`src/rtl/instruction_fetch.sv`:
```
// Instruction fetch: reads one- or two-byte instructions from an 8-bit program memory
// and holds each one for the execute stage until it is consumed or a redirect occurs.
//
// state  | meaning
// FETCH1 | read opcode byte at pc, classify length
// FETCH2 | read operand byte at pc (two-byte instructions only)
// HOLD   | instruction valid, waiting for instr_ready
module instruction_fetch #(
    parameter logic [7:0] RESET_PC = 8'h00
) (
    input  logic       clk,
    input  logic       reset,
    output logic [7:0] address_bus,
    input  logic [7:0] data_bus,
    output logic       instr_valid,
    input  logic       instr_ready,
    output logic [7:0] opcode,
    output logic [7:0] operand,
    output logic       instr_len2,
    output logic [7:0] instr_pc,
    input  logic       redirect,
    input  logic [7:0] redirect_addr
);

    typedef enum logic [1:0] {
        FETCH1 = 2'd0,
        FETCH2 = 2'd1,
        HOLD   = 2'd2
    } state_t;

    state_t     state_q;
    logic [7:0] pc_q;
    logic [7:0] opcode_q;
    logic [7:0] operand_q;
    logic [7:0] instr_pc_q;
    logic       valid_q;
    logic       len2_q;

    logic [7:0] pc_inc;
    logic       is_two;

    // 8-bit wrap is intentional: an instruction at FF takes its operand from 00
    assign pc_inc = pc_q + 8'd1;

    // LD_IMM, CMP_IMM, BRA, BHI, BEQ carry an immediate/target byte
    always_comb begin
        is_two = 1'b0;
        case (data_bus[7:2])
            6'b100000, 6'b100011, 6'b101010, 6'b101100, 6'b101101: is_two = 1'b1;
            default: is_two = 1'b0;
        endcase
    end

    always_ff @(posedge clk) begin
        if (reset) begin
            state_q    <= FETCH1;
            pc_q       <= RESET_PC;
            valid_q    <= 1'b0;
            opcode_q   <= 8'h70;
            operand_q  <= 8'h00;
            len2_q     <= 1'b0;
            instr_pc_q <= 8'h00;
        end else if (redirect) begin
            // a redirect in HOLD also retires the held instruction
            state_q <= FETCH1;
            pc_q    <= redirect_addr;
            valid_q <= 1'b0;
        end else begin
            case (state_q)
                FETCH1: begin
                    opcode_q   <= data_bus;
                    instr_pc_q <= pc_q;
                    operand_q  <= 8'h00;
                    len2_q     <= is_two;
                    pc_q       <= pc_inc;
                    if (is_two) begin
                        state_q <= FETCH2;
                    end else begin
                        state_q <= HOLD;
                        valid_q <= 1'b1;
                    end
                end
                FETCH2: begin
                    operand_q <= data_bus;
                    pc_q      <= pc_inc;
                    state_q   <= HOLD;
                    valid_q   <= 1'b1;
                end
                HOLD: begin
                    if (instr_ready) begin
                        state_q <= FETCH1;
                        valid_q <= 1'b0;
                    end
                end
                default: begin
                    state_q <= FETCH1;
                    valid_q <= 1'b0;
                end
            endcase
        end
    end

    assign address_bus = pc_q;
    assign instr_valid = valid_q;
    assign opcode      = opcode_q;
    assign operand     = operand_q;
    assign instr_len2  = len2_q;
    assign instr_pc    = instr_pc_q;

endmodule

```
`config.mk`:
```
export PLATFORM = sky130hd
export DESIGN_NAME = instruction_fetch
export DESIGN_NICKNAME = d
export VERILOG_FILES = /design/src/rtl/instruction_fetch.sv
export SDC_FILE = /design/constraint.sdc
export NUM_CORES = 1
export LEC_CHECK = 0
export ABC_AREA = 1
export ABC_CLOCK_PERIOD_IN_PS = 1200
export BUFFER_PORTS_ARGS = -buffer_cell sky130_fd_sc_hd__buf_2
export CORE_MARGIN = 5
export CORE_UTILIZATION = 40
export DETAILED_ROUTE_END_ITERATION = 8
export HOLD_SLACK_MARGIN = 0.05
export PLACE_DENSITY = 0.78
export SLEW_MARGIN = 20
export SYNTH_ARGS = -nofsm -noshare
export SYNTH_HDL_FRONTEND = slang
export SYNTH_SLANG_ARGS = --single-unit
```
`constraint.sdc`:
```
create_clock -name clk -period 1.2 [get_ports clk]
set_input_delay 0.3 -clock clk [delete_from_list [all_inputs] [get_ports clk]]
set_output_delay 0.3 -clock clk [all_outputs]
set_load 0.05 [all_outputs]
```
==> run metrics, run 1 <==
worst setup path endpoint address_bus[7]; distinct cell type count of the synthesized netlist 24; setup total negative slack 0 ns; Register-to-Register Path Depth 6; Max Buffers Root-to-Sink 2; Pwr per Cell Area 1312 nW/um^2; area growth from synthesis to layout 41.98%; average wire length per cell after detail routing 12.80 um; arrival time at the worst endpoint 0.87 ns; number of buffers created by CTS 5; startpoint types register; Leak Pwr 1.005 nW; outcome completed; Pre-Repair DR Iteration Count 4; clock transition time at the flip-flop clock pins of the worst setup and hold paths 0.07 ns; via count of the first global-routing pass 1454; post-route fraction of the period consumed by the critical path 97.65%; worst hold margin 0.2572 ns; total of fill cells in the finished design 348; area of the die 5159 sq um; fraction of synthesized cell area taken by the top area cell type 47.14%; sequential cell area 747.0 sq um; unrepaired setup endpoints after global routing yes; beginning of the worst register-to-register path state_q[1]; post-route ant nets 0; biggest fanout along the worst timing path 3; layout cells sized above 1 36.80%; H-tree lvl count 2; most frequent standard cell in the layout excluding fill and tap cells nand2_1; number of max-cap violations 0; aggregate global routing overflow 0; Req. time, crit path 0.90 ns; worst-skew pair later-pin latency 0.29 ns; global-route wire length before repair 6568 um; CP Depth 1; sum of routed wire length over all layers 4058 um; sum of net half-perimeters after detailed placement 3039 um; Worst path top cell family by delay flip-flops; Crit Path Class reg2out; warnings from Yosys 0; antenna violations before repair 0; Starting Density 41.45%; class of the most critical hold timing path in2reg; GP Congestion 0.8608; count of inserted antenna diode cells 0; Clk Tree Root Cell clkbuf_8; Total Routing Usage GR 16.04%; starting DRC count in detailed routing 82; slew at the pin with the worst max-slew slack 0.2478 ns; number of instances in the synthesized netlist 203; synthesized flop and latch total 36; largest area contributor in the netlist dfxtp_1; # IOs 54; launching element of the worst setup path address_bus[7]; RR Endpoint instr_pc[0]; CTS tree done; sinks on the clock net 36; cell row count 22; max incr delay on CP 0.37 ns; flop-to-flop setup slack 0.04 ns; number of hold violations in the final report 0; Tot Pwr 0.002848 W; net count after synthesis 224; total number of vias 1535; worst path buffer plus inverter count 1; portion of the post-synthesis area used by sequential elements 47.14%; final-report max-slew violation count 0; maximum number of pins on one net before global-route repair 20; maximum frequency from static timing analysis 853.4 MHz; count of unresolved DRC violations after routing 0; syn_area_per_cell 7.532 sq um; sequence of cells on the critical path buf_4; Final #Nets 289; Core Box Area 3689 sq um; largest clock skew in the final design 0.006132 ns; Worst Setup End Kind output port; hold_buf cts 0; most frequent cells in the layout nand2_1, inv_1, dfxtp_1; area of the mapped netlist 1529 sq um; total area of multi-input combinational cells 699.4 sq um; DIE HEIGHT 71.83 um; final setup violation count 0; Die W 71.83 um; cell with the largest stage delay on the worst path dfxtp_1; final worst path period need 1.172 ns; ranking of synthesized cells by area dfxtp_1, nand2_1, inv_1; quantity of I/O buffers inserted on ports 53; Peak VDD IR 0.7851 mV; via/cell ratio 4.842; worst slew slack as a fraction of its limit 83.59%
-- state kept, by name, indices dropped and copies added (netlist names) --
register / cells
instr_pc: 8
instr_len2: 1
operand: 8
address_bus: 8
opcode: 8
instr_valid: 1
state_q: 2
-- metrics by stage --
step	util, %	std cells	worst slack, ns	instance area [sq um]
floorplan	-	203	-0.01669	1546
global placement	51.29	307	0.002273	1892
detailed placement	51.29	307	-0.03162	1892
CTS	55.19	315	0.002494	2036
global route	58.85	317	-0.02790	2171
finish	58.85	317	0.02821	2171
-- per-layer routing --
layer	share of wire [%]	global-route usage (%)	wire (um)
met1	44	19.97	1789
met2	47	26.22	1889
met3	8.1	5.049	327
met5	0	0	0
met4	1.3	5.219	51
-- final cells by class --
cell class | instances | area share [%]
flip-flops and latches | 36 | 34.41
multi-input cells | 128 | 32.22
repair buffers | 63 | 20.58
inverters | 34 | 5.879
clock buffers | 8 | 4.150
well taps | 48 | 2.767
-- power by group --
part | internal [W] | switching, W
logic | 0.000213 | 0.000436
registers | 0.00126 | 0.0000616
clock network | 0.000468 | 0.000406
-- worst min-delay path by stage --
| stage | startpoint | to | slack (ns) | cells past startpoint |
|---|---|---|---|---|
| floorplan | data_bus[0] | operand[0] | 0.45 | 2 |
| global placement | instr_valid | instr_valid | 0.45 | 2 |
| detailed placement | instr_len2 | instr_len2 | 0.45 | 2 |
| CTS | redirect_addr[6] | address_bus[6] | 0.25 | 3 |
| global route | redirect_addr[6] | address_bus[6] | 0.29 | 3 |
| finish | redirect_addr[6] | address_bus[6] | 0.26 | 3 |
-- kinds of logic after synthesis --
family          share of synthesized area, %
buf+inv                                11.46
compound gates                         17.35
fa+ha+maj                             0.8182
xor+xnor                               1.146
flops                                  47.14
simple gates                           22.09
-- cell usage after synthesis, drive strengths merged --
cell type and instances:
nand3 6, nand4 1, nor3 1, a21oi 14, nor2 25, a211oi 1
o21ai 25, xor2 2, buf 6, nand2 42, inv 34, dfxtp 36
a32o 3, ha 1, o211ai 1, a31oi 4, or3b 1
-- repair_timing --
| action | in CTS | in global routing |
|---|---|---|
| gates cloned | 0 | 1 |
| resized for setup | 22 | 35 |
| pin swaps | 0 | 6 |
| setup endpoints to repair | 21 | 34 |
| buffers inserted | 0 | 1 |
Note: power is estimated with default switching activity, not from simulation.
==> run 2: changes to the inputs <==
--- a/config.mk
+++ b/config.mk
@@ -7,7 +7,7 @@
 export LEC_CHECK = 0
 export ABC_AREA = 1
 export ABC_CLOCK_PERIOD_IN_PS = 1200
-export BUFFER_PORTS_ARGS = -buffer_cell sky130_fd_sc_hd__buf_2
+export BUFFER_PORTS_ARGS = -buffer_cell sky130_fd_sc_hd__clkbuf_2
 export CORE_MARGIN = 5
 export CORE_UTILIZATION = 40
 export DETAILED_ROUTE_END_ITERATION = 8
@@ -17,3 +17,4 @@
 export SYNTH_ARGS = -nofsm -noshare
 export SYNTH_HDL_FRONTEND = slang
 export SYNTH_SLANG_ARGS = --single-unit
+export TNS_END_PERCENT = 30
==> run 2 against run 1 <==
Effect of this change: the flow now finishes with violations (setup timing); sequential share of layout area is 0.53 points lower; global-route usage is 1.7 points higher; fmax is 4.4% lower; largest cell class unchanged; worst setup slack worse by 0.054 ns; final area is 1.2% higher.
==> run metrics, run 2 (synthesis results as in run 1) <==
outcome finished, violations left; violated checks setup timing; Worst Setup End Kind output port; sequential cell area 744.5 sq um (-0.33%); Req. time, crit path 0.90 ns (about the same); Leak Pwr 1.038 nW (+3.3%); via count of the first global-routing pass 1553 (+6.8%); worst-skew pair later-pin latency 0.29 ns (about the same); H-tree lvl count 2 (unchanged); Clk Tree Root Cell clkbuf_8; # IOs 54 (unchanged); total number of vias 1578 (+2.8%); number of buffers created by CTS 5 (unchanged); arrival time at the worst endpoint 0.93 ns (+0.06 ns); final-report max-slew violation count 0 (unchanged); biggest fanout along the worst timing path 5 (+2); most frequent cells in the layout nand2_1, buf_4, inv_1; worst path buffer plus inverter count 2 (+1); Die W 71.83 um (unchanged); post-route ant nets 0 (unchanged); worst slew slack as a fraction of its limit 81.60% (-2.0 points); aggregate global routing overflow 0 (unchanged); Worst path top cell family by delay flip-flops; total area of multi-input combinational cells 673.1 sq um (-3.8%); global-route wire length before repair 7086 um (+7.9%); quantity of I/O buffers inserted on ports 53 (unchanged); most frequent standard cell in the layout excluding fill and tap cells nand2_1; class of the most critical hold timing path in2reg; largest clock skew in the final design 0.005190 ns (-0.0009426 ns); final setup violation count 1 (+1); clock transition time at the flip-flop clock pins of the worst setup and hold paths 0.07 ns (about the same); sequence of cells on the critical path buf_6 -> clkbuf_16; sum of routed wire length over all layers 4473 um (+10%); setup total negative slack -0.02616 ns (-0.02616 ns); average wire length per cell after detail routing 13.98 um (+9.2%); cell row count 22 (unchanged); Pre-Repair DR Iteration Count 4 (unchanged); antenna violations before repair 0 (unchanged); Peak VDD IR 1.081 mV (+38%); via/cell ratio 4.931 (+1.8%); count of unresolved DRC violations after routing 0 (unchanged); maximum number of pins on one net before global-route repair 20 (unchanged); met1 Use GR 20.97% (+1.0 points); Crit Path Class reg2out; total of fill cells in the finished design 327 (-6.0%); area of the die 5159 sq um (unchanged); DIE HEIGHT 71.83 um (unchanged); Starting Density 41.45% (unchanged); post-route fraction of the period consumed by the critical path 102.2% (+4.5 points); global routing's busiest layer met2; number of hold violations in the final report 0 (unchanged); GP Congestion 0.8937 (+3.8%); number of max-cap violations 0 (unchanged); Core Box Area 3689 sq um (unchanged); max incr delay on CP 0.35 ns (-0.02 ns); hold_buf cts 0 (unchanged); Total Routing Usage GR 17.77% (+1.7 points); count of inserted antenna diode cells 0 (unchanged); Final #Nets 292 (+1.0%); startpoint types register; starting DRC count in detailed routing 123 (+50%); cell with the largest stage delay on the worst path dfxtp_4; M3 GR Usage 5.189% (+0.14 points); unrepaired setup endpoints after global routing yes; layout cells sized above 1 37.13% (+0.33 points); GR Layer Usage met2 29.59% (+3.4 points); sinks on the clock net 36 (unchanged); sum of net half-perimeters after detailed placement 3131 um (+3.0%); maximum frequency from static timing analysis 815.6 MHz (-4.4%); final worst path period need 1.226 ns (+0.05437 ns); setup slack of the critical path after layout -0.02616 ns (-0.05437 ns); area growth from synthesis to layout 43.70%; slew at the pin with the worst max-slew slack 0.2757 ns (+0.02787 ns); Pwr per Cell Area 1342 nW/um^2 (+2.3%); CTS tree done; Tot Pwr 0.002948 W (+3.5%); Max Buffers Root-to-Sink 2 (unchanged)
[run 2: changes by cell type in the layout (fill, tap and decap cells not counted), sizes merged]
cell,before,now
buf,49,38
nor2,26,25
clkinv,0,1
clkbuf,22,36
[run 2: worst register-to-register path: stages (launching register included)]
cell     delay (ns)
dfxtp_4        0.37
buf_4          0.15
nor2_4         0.10
inv_1          0.07
nor2_4         0.16
inv_4          0.09
o21ai_1        0.15
[run 2: worst paths after layout]
kind | start | cells after the start | slack [ns] | end
worst max register to register | state_q[1] | 6 | 0.03 | instr_pc[2]
worst max-delay path | address_bus[2] | 2 | -0.03 | address_bus[2]
worst min-delay path | redirect_addr[3] | 3 | 0.26 | address_bus[3]
worst min register to register | instr_pc[7] | 2 | 0.47 | instr_pc[7]
[run 2: power by group]
group	switching (W)	total [W]	internal (W)
clock network	0.000429	0.000961	0.000532
logic	0.000450	0.000671	0.000220
registers	0.0000528	0.00132	0.00126
total	0.000932	0.00295	0.00202
[run 2: area by class of cell]
type                       instances  area share, %
clock buffer                       7          4.442
inverter                          34          5.923
sequential                        36          33.88
tap                               48          2.733
clock inverter                     1         0.2278
multi-input combinational        127          30.64
timing repair buffer              67          22.15
[run 2: layer usage]
layer	share of wire, %	vias to the layer above
li1	-	791
met1	42	716
met3	6.9	10
met5	0	-
met2	49	61
met4	2.1	0
[run 2: what timing repair did]
action                                  in CTS  in global routing
buffers inserted                             0                  1
pin swaps                                    1                  3
endpoints found under the setup margin      39                 53
hold endpoints to repair                     0                  0
gates resized for setup                     39                 42
[run 2: metrics by stage]
stage          util (%)  setup slack (ns)  hold WS [ns]  instances  area (sq um)
6_report          59.57          -0.02616        0.2555        320          2197
4_1_cts           58.01          -0.03103        0.2333        319          2140
3_3_place_gp      52.10           0.01703        0.4532        311          1922
2_1_floorplan         -          -0.01669        0.4453        203          1546
3_5_place_dp      52.10         -0.009760        0.4536        311          1922
5_1_grt           59.57          -0.05016        0.2722        320          2197
==> run 3: changes to the inputs <==
--- a/config.mk
+++ b/config.mk
@@ -8,11 +8,14 @@
 export ABC_AREA = 1
 export ABC_CLOCK_PERIOD_IN_PS = 1200
 export BUFFER_PORTS_ARGS = -buffer_cell sky130_fd_sc_hd__clkbuf_2
+export CELL_PAD_IN_SITES_DETAIL_PLACEMENT = 0
+export CELL_PAD_IN_SITES_GLOBAL_PLACEMENT = 1
 export CORE_MARGIN = 5
-export CORE_UTILIZATION = 40
+export CORE_UTILIZATION = 32
+export CTS_BUF_LIST = sky130_fd_sc_hd__clkbuf_4 sky130_fd_sc_hd__clkbuf_8
 export DETAILED_ROUTE_END_ITERATION = 8
 export HOLD_SLACK_MARGIN = 0.05
-export PLACE_DENSITY = 0.78
+export PLACE_DENSITY = 0.86
 export SLEW_MARGIN = 20
 export SYNTH_ARGS = -nofsm -noshare
 export SYNTH_HDL_FRONTEND = slang
==> run 3 against run 2 <==
Effect of this change: sequential power about the same; the run still ends with setup timing left; sequential share of layout area decreased by 1.5 points; clock power increased by 13%; die area increased by 21%; register-to-register slack got worse by 0.04 ns; total power increased by 5.3%; utilization decreased by 10 points; flip-flop and latch count unchanged.
==> run metrics, run 3 (synthesis results as in run 1) <==
instance count along the most critical hold path 3 (unchanged); Starting Density 32.59% (-8.9 points); arrival time at the worst endpoint 0.93 ns (about the same); sequential cell area 745.7 sq um (+0.17%); average wire length per cell after detail routing 13.43 um (-3.9%); Peak VDD IR 0.4924 mV (-54%); via/cell ratio 4.714 (-4.4%); hold_buf cts 0 (unchanged); area of the die 6261 sq um (+21%); maximum number of pins on one net before global-route repair 20 (unchanged); Total Routing Usage GR 14.78% (-3.0 points); Sequential Power Share 42.6% (-2.1 points); count of unresolved DRC violations after routing 0 (unchanged); sinks on the clock net 36 (unchanged); Worst Hold Endpoint address_bus[2]; clock transition time at the flip-flop clock pins of the worst setup and hold paths 0.07 ns (about the same); cell row count 25 (+14%); RR Endpoint opcode[1]; total area of multi-input combinational cells 696.9 sq um (+3.5%); starting DRC count in detailed routing 104 (-15%); H-tree lvl count 2 (unchanged); unrepaired setup endpoints after global routing yes; global-route wire length before repair 7065 um (-0.30%); sum of routed wire length over all layers 4458 um (-0.34%); Core Box Area 4692 sq um (+27%); met1 Use GR 18.13% (-2.8 points); antenna violations before repair 0 (unchanged); M3 GR Usage 4.082% (-1.1 points); post-route ant nets 0 (unchanged); most frequent standard cell in the layout excluding fill and tap cells nand2_1; most frequent cells in the layout nand2_1, inv_1, buf_4; beginning of the worst register-to-register path state_q[1]; layout cells sized above 1 38.85% (+1.7 points); post-route fraction of the period consumed by the critical path 102.4% (+0.19 points); via count of the first global-routing pass 1471 (-5.3%); number of hold violations in the final report 0 (unchanged); worst-skew pair later-pin latency 0.30 ns (about the same); sum of net half-perimeters after detailed placement 3209 um (+2.5%); number of buffers created by CTS 5 (unchanged); Sw Pwr 0.0009571 W (+2.7%); GP Congestion 0.7892 (-12%); Clk Tree Root Cell clkbuf_8; internal cell power 0.002148 W (+6.5%); final-report max-slew violation count 0 (unchanged); # IOs 54 (unchanged); share of total power in combinational logic 22.4% (-0.3 points); class of the most critical hold timing path in2reg; Pwr per Cell Area 1347 nW/um^2 (+0.42%); final setup violation count 4 (+3); startpoint types register; Final #Nets 298 (+2.1%); maximum frequency from static timing analysis 814.0 MHz (-0.19%); quantity of I/O buffers inserted on ports 53 (unchanged); outcome finished, violations left; launching element of the worst setup path address_bus[2]; Worst Setup End Kind output port; final worst path period need 1.228 ns (+0.002306 ns); count of inserted antenna diode cells 0 (unchanged); GR Layer Usage met2 23.40% (-6.2 points); DIE HEIGHT 79.13 um (+10%); biggest fanout along the worst timing path 3 (-2); global routing's busiest layer met2; Req. time, crit path 0.90 ns (about the same); Leak Pwr 1.077 nW (+3.8%); setup slack of the critical path after layout -0.02846 ns (-0.002305 ns); CTS tree done; Max Buffers Root-to-Sink 2 (unchanged); origin of the worst min-delay path redirect_addr[2]; slew at the pin with the worst max-slew slack 0.2216 ns (-0.05414 ns); flop-to-flop setup slack -0.01 ns (-0.04 ns); Register-to-Register Path Depth 6 (unchanged); Pre-Repair DR Iteration Count 4 (unchanged); Die W 79.13 um (+10%); Sw Share 30.82% (-0.79 points); violated checks setup timing; total number of vias 1565 (-0.82%); Clock power frac 35.1% (+2.5 points); Crit Path Class reg2out; worst slew slack as a fraction of its limit 85.23% (+3.6 points); worst hold margin 0.2364 ns (-0.01913 ns); largest clock skew in the final design 0.006536 ns (+0.001346 ns); Tot Pwr 0.003105 W (+5.3%); area growth from synthesis to layout 50.74%; utilization of the core after routing 49.12% (-10 points); total of fill cells in the finished design 485 (+48%); aggregate global routing overflow 0 (unchanged); number of max-cap violations 0 (unchanged)
-- run 3: cell count changes in the layout (fill, tap and decap cells not counted), sizes merged --
cell    change
buf         -3
bufinv      +1
clkbuf      +8
-- run 3: per-layer routing --
| metal | wire, um | vias up |
|---|---|---|
| li1 | - | 800 |
| met1 | 2057 | 716 |
| met2 | 2073 | 41 |
| met3 | 232 | 8 |
| met4 | 95 | 0 |
| met5 | 0 | - |
-- run 3: timing repair --
item                       CTS  global route
cloned                       0             0
pin swaps                    0             6
buffers inserted             0             9
setup endpoints to repair   35            42
gates resized for setup     45            37
-- run 3: worst max-delay path by stage --
stage                                end  slack [ns]
after floorplan           address_bus[6]       -0.02
after global placement       instr_pc[6]        0.02
after global routing         instr_pc[6]       -0.07
final                     address_bus[2]       -0.03
after CTS                 address_bus[2]       -0.04
after detailed placement       opcode[1]       -0.01
-- run 3: per-stage QoR --
stage	instances	cell area [sq um]	setup slack, ns	TNS [ns]
floorplan	203	1546	-0.01669	-0.01669
global placement	315	1914	0.01640	0
detailed placement	315	1914	-0.01427	-0.02854
CTS	323	2165	-0.03567	-0.03609
global route	332	2305	-0.06748	-0.3069
finish	332	2305	-0.02846	-0.05256
-- run 3: final cells by class --
type	count	share of cell area (%)
Clock buffer	6	3.312
Tap cell	54	2.932
Sequential cell	36	32.36
Timing Repair Buffer	73	24.10
Inverter	34	5.537
Clock inverter	2	1.520
Multi-Input combinational cell	127	30.24
-- run 3: power by group through the flow --
stage / registers [W] / logic (W) / clock network [W]
finish: 0.00132 / 0.000695 / 0.00109
global route: 0.00133 / 0.000746 / 0.00116
CTS: 0.00131 / 0.000646 / 0.00111
detailed placement: 0.00134 / 0.000592 / 0
global placement: 0.00134 / 0.000587 / 0
floorplan: 0.00156 / 0.000193 / 0
-- run 3: worst max-delay path, stage by stage, from the launching register on --
cell	delay, ns
dfxtp_4	0.35
buf_6	0.12
clkbuf_16	0.16
